==> src/rtl/ram_write_arbiter_pkg.sv <==
// Shared definitions for the write arbiter that feeds the replicated 8R1W memory.
// Holds the default geometry and the round-robin pointer advance rule.
package ram_write_arbiter_pkg;

  localparam int unsigned BLOCLSIZE_DEF  = 12;
  localparam int unsigned NUM_CH_DEF     = 4;
  localparam int unsigned FIFO_DEPTH_DEF = 2;
  localparam int unsigned DATA_W_DEF     = 32;

  // Next round-robin start position: the channel after the one just granted.
  function automatic int unsigned rr_next(input int unsigned winner,
                                          input int unsigned num_ch);
    return (winner + 1) % num_ch;
  endfunction

endpackage

==> src/rtl/ram_write_arbiter_if.sv <==
// Request/write bundle for ram_write_arbiter.
//  req_valid/req_ready : per-channel handshake
//  req_addr/req_data   : per-channel packed address/data slices
//  w_enb/w_addr/w_din  : registered memory write port
//  grant_ch            : channel behind the current write
//  idle                : nothing buffered and no write in flight
// slave = arbiter side, master = request source / memory observer side.
interface ram_write_arbiter_if
  import ram_write_arbiter_pkg::*;
#(
  parameter int unsigned BLOCLSIZE = BLOCLSIZE_DEF,
  parameter int unsigned NUM_CH    = NUM_CH_DEF,
  parameter int unsigned DATA_W    = DATA_W_DEF
);
  localparam int unsigned AW   = BLOCLSIZE + 1;
  localparam int unsigned CH_W = (NUM_CH > 1) ? $clog2(NUM_CH) : 1;

  logic [NUM_CH-1:0]        req_valid;
  logic [NUM_CH-1:0]        req_ready;
  logic [NUM_CH*AW-1:0]     req_addr;
  logic [NUM_CH*DATA_W-1:0] req_data;
  logic                     w_enb;
  logic [AW-1:0]            w_addr;
  logic [DATA_W-1:0]        w_din;
  logic [CH_W-1:0]          grant_ch;
  logic                     idle;

  modport master (
    output req_valid, req_addr, req_data,
    input  req_ready, w_enb, w_addr, w_din, grant_ch, idle
  );

  modport slave (
    input  req_valid, req_addr, req_data,
    output req_ready, w_enb, w_addr, w_din, grant_ch, idle
  );

endinterface

==> src/rtl/ram_write_arbiter_wr_req_fifo.sv <==
// wr_req_fifo: per-channel synchronous FIFO holding {addr,data} write requests.
//  clk, rst  : clock, synchronous active-high flush
//  push_i    : write din_i (caller guarantees not full)
//  pop_i     : drop head (caller guarantees not empty)
//  dout_o    : head entry, valid while empty_o=0
//  full_o, empty_o, count_o : occupancy
module wr_req_fifo #(
  parameter  int unsigned DEPTH = 2,
  parameter  int unsigned WIDTH = 45,
  localparam int unsigned PTR_W = $clog2(DEPTH),
  localparam int unsigned CNT_W = $clog2(DEPTH) + 1
) (
  input  logic             clk,
  input  logic             rst,
  input  logic             push_i,
  input  logic             pop_i,
  input  logic [WIDTH-1:0] din_i,
  output logic [WIDTH-1:0] dout_o,
  output logic             full_o,
  output logic             empty_o,
  output logic [CNT_W-1:0] count_o
);

  logic [WIDTH-1:0] mem_q [DEPTH];
  logic [PTR_W-1:0] wr_q, rd_q;
  logic [CNT_W-1:0] cnt_q, cnt_d;

  always_comb begin
    cnt_d = cnt_q;
    unique case ({push_i, pop_i})
      2'b10:   cnt_d = cnt_q + CNT_W'(1);
      2'b01:   cnt_d = cnt_q - CNT_W'(1);
      default: cnt_d = cnt_q;
    endcase
  end

  always_ff @(posedge clk) begin
    if (rst) begin
      wr_q  <= '0;
      rd_q  <= '0;
      cnt_q <= '0;
    end else begin
      if (push_i) begin
        mem_q[wr_q] <= din_i;
        wr_q        <= wr_q + PTR_W'(1);
      end
      if (pop_i) rd_q <= rd_q + PTR_W'(1);
      cnt_q <= cnt_d;
    end
  end

  assign dout_o  = mem_q[rd_q];
  assign full_o  = (cnt_q == CNT_W'(DEPTH));
  assign empty_o = (cnt_q == '0);
  assign count_o = cnt_q;

  always_ff @(posedge clk) begin
    if (!rst) begin
      assert (!(push_i && full_o));
      assert (!(pop_i && empty_o));
    end
  end

endmodule

==> src/rtl/ram_write_arbiter.sv <==
// ram_write_arbiter: merges NUM_CH buffered write-request channels into the single
// registered write port of the replicated memory, serving non-empty channels
// round-robin at one write per clock.
//  clk  : clock
//  rst  : synchronous active-high reset; flushes all FIFOs
//  bus  : slave side of ram_write_arbiter_if (request handshakes + write port)
module ram_write_arbiter
  import ram_write_arbiter_pkg::*;
#(
  parameter int unsigned BLOCLSIZE  = BLOCLSIZE_DEF,
  parameter int unsigned NUM_CH     = NUM_CH_DEF,
  parameter int unsigned FIFO_DEPTH = FIFO_DEPTH_DEF,
  parameter int unsigned DATA_W     = DATA_W_DEF
) (
  input logic               clk,
  input logic               rst,
  ram_write_arbiter_if.slave bus
);

  localparam int unsigned AW    = BLOCLSIZE + 1;
  localparam int unsigned CH_W  = (NUM_CH > 1) ? $clog2(NUM_CH) : 1;
  localparam int unsigned CNT_W = $clog2(FIFO_DEPTH) + 1;

  logic [NUM_CH-1:0] push, pop, full, empty;
  logic [AW-1:0]     head_addr [NUM_CH];
  logic [DATA_W-1:0] head_data [NUM_CH];
  logic [CNT_W-1:0]  count     [NUM_CH];

  logic [CH_W-1:0]   rr_ptr_q;
  logic [CH_W-1:0]   winner, cand;
  logic              found;
  logic              pending;

  logic              w_enb_q;
  logic [AW-1:0]     w_addr_q;
  logic [DATA_W-1:0] w_din_q;
  logic [CH_W-1:0]   grant_q;

  for (genvar i = 0; i < NUM_CH; i++) begin : g_ch
    // Ready depends only on registered occupancy, so a full FIFO refuses even
    // when it is being popped on the same edge.
    assign bus.req_ready[i] = ~full[i] & ~rst;
    assign push[i]          = bus.req_valid[i] & bus.req_ready[i];
    assign pop[i]           = found & (winner == CH_W'(i));

    wr_req_fifo #(
      .DEPTH (FIFO_DEPTH),
      .WIDTH (AW + DATA_W)
    ) u_fifo (
      .clk     (clk),
      .rst     (rst),
      .push_i  (push[i]),
      .pop_i   (pop[i]),
      .din_i   ({bus.req_addr[i*AW +: AW], bus.req_data[i*DATA_W +: DATA_W]}),
      .dout_o  ({head_addr[i], head_data[i]}),
      .full_o  (full[i]),
      .empty_o (empty[i]),
      .count_o (count[i])
    );
  end

  // Scan from rr_ptr upward, wrapping modulo NUM_CH; first non-empty FIFO wins.
  always_comb begin
    found  = 1'b0;
    winner = '0;
    cand   = '0;
    for (int unsigned k = 0; k < NUM_CH; k++) begin
      cand = CH_W'((32'(rr_ptr_q) + k) % NUM_CH);
      if (!found && !empty[cand]) begin
        found  = 1'b1;
        winner = cand;
      end
    end
  end

  always_comb begin
    pending = 1'b0;
    for (int unsigned i = 0; i < NUM_CH; i++) begin
      pending = pending | (|count[i]);
    end
  end

  always_ff @(posedge clk) begin
    if (rst) begin
      rr_ptr_q <= '0;
      w_enb_q  <= 1'b0;
      w_addr_q <= '0;
      w_din_q  <= '0;
      grant_q  <= '0;
    end else if (found) begin
      w_enb_q  <= 1'b1;
      w_addr_q <= head_addr[winner];
      w_din_q  <= head_data[winner];
      grant_q  <= winner;
      rr_ptr_q <= CH_W'(rr_next(32'(winner), NUM_CH));
    end else begin
      w_enb_q  <= 1'b0;
    end
  end

  assign bus.w_enb    = w_enb_q;
  assign bus.w_addr   = w_addr_q;
  assign bus.w_din    = w_din_q;
  assign bus.grant_ch = grant_q;
  assign bus.idle     = ~pending & ~w_enb_q;

endmodule

==> src/flat_wrapper.sv <==
// flat-port wrapper written by rule: the top's interface ports become plain ports
module ram_write_arbiter_flat import ram_write_arbiter_pkg::*;
#(
  parameter int unsigned BLOCLSIZE  = BLOCLSIZE_DEF,
  parameter int unsigned NUM_CH     = NUM_CH_DEF,
  parameter int unsigned FIFO_DEPTH = FIFO_DEPTH_DEF,
  parameter int unsigned DATA_W     = DATA_W_DEF
)
  (clk, rst, bus_req_valid, bus_req_addr, bus_req_data, bus_req_ready, bus_w_enb, bus_w_addr, bus_w_din, bus_grant_ch, bus_idle);
  ram_write_arbiter_if #(.BLOCLSIZE(BLOCLSIZE), .NUM_CH(NUM_CH), .DATA_W(DATA_W)) bus_i ();
  input logic clk;
  input logic rst;
  input wire logic [$bits(bus_i.req_valid)-1:0] bus_req_valid;
  input wire logic [$bits(bus_i.req_addr)-1:0] bus_req_addr;
  input wire logic [$bits(bus_i.req_data)-1:0] bus_req_data;
  output wire logic [$bits(bus_i.req_ready)-1:0] bus_req_ready;
  output wire logic [$bits(bus_i.w_enb)-1:0] bus_w_enb;
  output wire logic [$bits(bus_i.w_addr)-1:0] bus_w_addr;
  output wire logic [$bits(bus_i.w_din)-1:0] bus_w_din;
  output wire logic [$bits(bus_i.grant_ch)-1:0] bus_grant_ch;
  output wire logic [$bits(bus_i.idle)-1:0] bus_idle;
  assign bus_i.req_valid = bus_req_valid;
  assign bus_i.req_addr = bus_req_addr;
  assign bus_i.req_data = bus_req_data;
  assign bus_req_ready = bus_i.req_ready;
  assign bus_w_enb = bus_i.w_enb;
  assign bus_w_addr = bus_i.w_addr;
  assign bus_w_din = bus_i.w_din;
  assign bus_grant_ch = bus_i.grant_ch;
  assign bus_idle = bus_i.idle;
  ram_write_arbiter #(.BLOCLSIZE(BLOCLSIZE), .NUM_CH(NUM_CH), .FIFO_DEPTH(FIFO_DEPTH), .DATA_W(DATA_W)) u_core (.clk(clk), .rst(rst), .bus(bus_i));
endmodule
==> config.mk <==
export PLATFORM = sky130hd
export DESIGN_NAME = ram_write_arbiter_flat
export DESIGN_NICKNAME = d
export VERILOG_FILES = /design/src/rtl/ram_write_arbiter_pkg.sv /design/src/rtl/ram_write_arbiter_if.sv /design/src/rtl/ram_write_arbiter_wr_req_fifo.sv /design/src/rtl/ram_write_arbiter.sv /design/src/flat_wrapper.sv
export SDC_FILE = /design/constraint.sdc
export NUM_CORES = 1
export LEC_CHECK = 0
export BUFFER_PORTS_ARGS = -buffer_cell sky130_fd_sc_hd__buf_2
export CAP_MARGIN = 20
export CORE_UTILIZATION = 52
export CTS_CLUSTER_SIZE = 12
export DETAILED_ROUTE_END_ITERATION = 10
export HOLD_SLACK_MARGIN = 0.02
export PLACE_DENSITY = 0.77
export SYNTH_ARGS = -nofsm -noshare
export SYNTH_HDL_FRONTEND = slang
export SYNTH_SLANG_ARGS = --single-unit
export TNS_END_PERCENT = 1
==> constraint.sdc <==
create_clock -name clk -period 3 [get_ports clk]
set_input_delay 0.3 -clock clk [delete_from_list [all_inputs] [get_ports clk]]
set_output_delay 0.3 -clock clk [all_outputs]
set_load 0.1 [all_outputs]
==> results.json <==
{
  "final_cell_mix": "edfxtp_1, buf_2, dlygate4sd3_1",
  "worst_pin_slew_ns": 1.02,
  "final_util_pct": 68.7,
  "slowest_delay_ns": 0.78,
  "p_leak_uw": 0.00794,
  "routedWlPerCell_um": 21.5,
  "internal_power_uw": 13000,
  "final_nets": 1670,
  "yosysUniqueCellTypes": 37,
  "worstPathCellList": "o21bai_1, a21oi_1, nor2_4, nor2_4, buf_4, a221oi_1",
  "pwr-share-comb_pct": 43.1,
  "numCtsBuffers": 44,
  "setup_viol": 0,
  "cp.arrival_ns": 2.99,
  "final_common_cell": "edfxtp_1",
  "routed_via_density": 5.58,
  "worst-path-max-fanout": 28,
  "clk-insertion-delay-late_ns": 0.54,
  "critPathBufInv": 1,
  "firstDrtPassIters": 7,
  "cts_sinks": 430,
  "cts_tree": "built",
  "path_class": "reg -> reg",
  "design_area_um2": 21800,
  "wl_met3_mm": 2.87,
  "p_switching_uw": 9550,
  "synth_edf_count": 360,
  "io_pins": 239,
  "ir_worst_vdd_v": 0.00108,
  "yosys_warnings": 0,
  "hold_ws_ns": 0.214,
  "syn_area_um2": 16900,
  "synthAdderAreaFrac_pct": 0.296,
  "core.rowCount": 65,
  "min_period_ns": 2.63,
  "slew_headroom_pct": 31.5,
  "synth_mux_area_share_pct": 11.3,
  "hold_viol": 0,
  "grt_max_degree": 84,
  "ys_seq_area_share_pct": 72.2,
  "place_congestion": 0.905,
  "seq_power_share_pct": 34.1,
  "mappedNetlistNets": 1255,
  "cts-root-buf": "clkbuf_16",
  "min_path_type": "in -> reg",
  "wirelength_mm": 42.0,
  "fp.dieW_um": 182,
  "cts_buffer_depth": 3,
  "syn_inst": 1065,
  "met2_length_mm": 19.2,
  "status": "finished clean",
  "synth_compound_area_share_pct": 9.03,
  "cp_slowest_cell": "nor2_4",
  "routed.top_layer": "met4",
  "end_kind": "flip-flop",
  "port-buffer-count": 238,
  "area_growth_pct": 29.2,
  "crit_required_ns": 3.36,
  "yosys.area_share.simple_pct": 4.30,
  "crit_path_frequent_cell": "nor2_4",
  "ys_seq_elements": 430,
  "wl_met1_mm": 18.3,
  "diodes": 0,
  "startpoint_type": "flip-flop",
  "ant_nets": 0,
  "max_freq_mhz": 380,
  "finalCritPeriodShare_pct": 87.8,
  "async_reset_ff_share_pct": 0,
  "hpwl_mm": 26.7,
  "rsz0062_at_grt": "no",
  "initial_core_util_pct": 53.2,
  "grt_use_total_pct": 25.1,
  "sw_frac_of_total_pct": 42.3,
  "finalPower_uw": 22600,
  "synth_ff_type": "edfxtp_1",
  "die_area_um2": 33200,
  "syn_avg_cell_area_um2": 15.9,
  "htree_num_levels": 2,
  "maxCapViolations": 0,
  "post_cts_buffers": 0,
  "placed_area_um2": 18700,
  "drcViolationCount": 0,
  "powerDensity_nw_per_um2": 1030,
  "grt_overflow_total": 0,
  "slew_viol_final": 0,
  "p_clk_share_pct": 22.8,
  "core_um2": 31800,
  "drive_gt1_share_pct": 30.3,
  "dieHeight_um": 182,
  "via_count": 10900,
  "grt_pass1_vias": 10800,
  "clk_pin_slew_ns": 0.06,
  "clock_skew_ns": 0.0147,
  "grt_pass1_wl_mm": 63.0,
  "cp_top_family": "simple AND/OR/NAND/NOR gates",
  "synth_xor_xnor_area_share_pct": 0.622,
  "synth_top_family_by_area": "multiplexers",
  "drtIter0Drc": 1066,
  "antenna_found_initial": 0
}
==> repair_timing <==
action | in CTS | in global routing
hold buffers | 180 | 0
resized for setup | 0 | 0
endpoints found under the hold margin | 360 | 0
==> area by class of cell <==
type,count,area [µm²]
Multi-Input combinational cell,555,4430
Clock inverter,7,65.1
Fill cell,2163,9950
Sequential cell,430,12200
Clock buffer,75,1290
Tap cell,435,544
Inverter,6,22.5
Timing Repair Buffer,443,3280
==> worst register-to-register path: stages, from the launching register on <==
cell and delay (ns):
dfxtp_1 0.51, o21bai_1 0.20, a21oi_1 0.34, nor2_4 0.07, nor2_4 0.78, buf_4 0.41
a221oi_1 0.14
==> kinds of logic (layout without fill, tap and decap cells) <==
kind of cell	after synthesis	in the layout
AND/OR/NAND/NOR	144	144
AO/OA/AOI/OAI	215	215
buffers and inverters	80	531
flip-flops	430	430
XOR/XNOR	12	12
multiplexers	180	180
adder cells (fa/ha/maj)	4	4
==> cell usage after synthesis (2+ instances only) <==
| cell | instances | area (µm²) |
|---|---|---|
| buf_4 | 3 | 22.5 |
| xor2_1 | 8 | 70.1 |
| a21oi_1 | 19 | 95.1 |
| buf_1 | 8 | 30.0 |
| dfxtp_1 | 70 | 1400 |
| ha_1 | 4 | 50.1 |
| a221oi_1 | 19 | 166 |
| nor2_1 | 26 | 97.6 |
| mux2_2 | 90 | 1010 |
| o2111ai_1 | 2 | 17.5 |
| and3_1 | 4 | 25.0 |
| or3_1 | 8 | 50.1 |
| o21ai_1 | 38 | 190 |
| nand3_1 | 90 | 450 |
| edfxtp_1 | 360 | 10800 |
| mux2i_1 | 90 | 901 |
| nand2_1 | 6 | 22.5 |
| a221oi_2 | 26 | 390 |
| buf_2 | 36 | 180 |
| or2_2 | 2 | 12.5 |
| o21ai_0 | 68 | 340 |
| o21bai_1 | 40 | 300 |
| clkbuf_1 | 25 | 93.8 |
| inv_1 | 6 | 22.5 |
| buf_6 | 2 | 22.5 |
| xnor2_1 | 4 | 35.0 |
==> final timing paths <==
path              slack, ns                              from                      to  cells after the start
setup / recovery       0.37  u_core.g_ch[0].u_fifo.count_o[1]     u_core.bus.w_din[6]                      6
hold / removal         0.21                               rst        u_core.bus.w_enb                      2
setup reg to reg       0.37  u_core.g_ch[0].u_fifo.count_o[1]     u_core.bus.w_din[6]                      6
hold reg to reg        0.47            u_core.bus.grant_ch[0]  u_core.bus.grant_ch[0]                      2
==> state kept, by name (all words and copies together), names as in the netlist, named ones only <==
signal,flops
u_core.bus.w_enb,1
u_core.g_ch.u_fifo.count_o,8
u_core.bus.w_din,32
u_core.rr_ptr_q,2
u_core.bus.w_addr,13
u_core.bus.grant_ch,2
u_core.g_ch.u_fifo.rd_q,4
u_core.g_ch.u_fifo.wr_q,4
u_core.g_ch.u_fifo.mem_q,360
==> per-layer routing <==
metal,track usage (%),vias to the layer above
met2,38.0,456
met5,0,-
met1,36.6,5352
met3,3.89,87
li1,-,4992
met4,9.88,0
==> metrics by stage <==
| step | TNS [ns] | std cells | worst slack [ns] |
|---|---|---|---|
| finish | 0 | 1951 | 0.367 |
| floorplan | -31.33 | 1065 | -0.281 |
| CTS | 0 | 1951 | 0.387 |
| global route | 0 | 1951 | 0.221 |
| detailed placement | 0 | 1689 | 0.409 |
| global placement | 0 | 1689 | 0.488 |
==> power by group through the flow <==
stage	Clock, µW	Combinational [µW]	Sequential (µW)
after floorplan	0	5250	9530
after global placement	0	9250	7790
after detailed placement	0	9390	7810
after CTS	5220	9630	7690
after global routing	5490	10300	7760
final	5150	9730	7700
No activity file was read; power rests on OpenSTA's default activity.
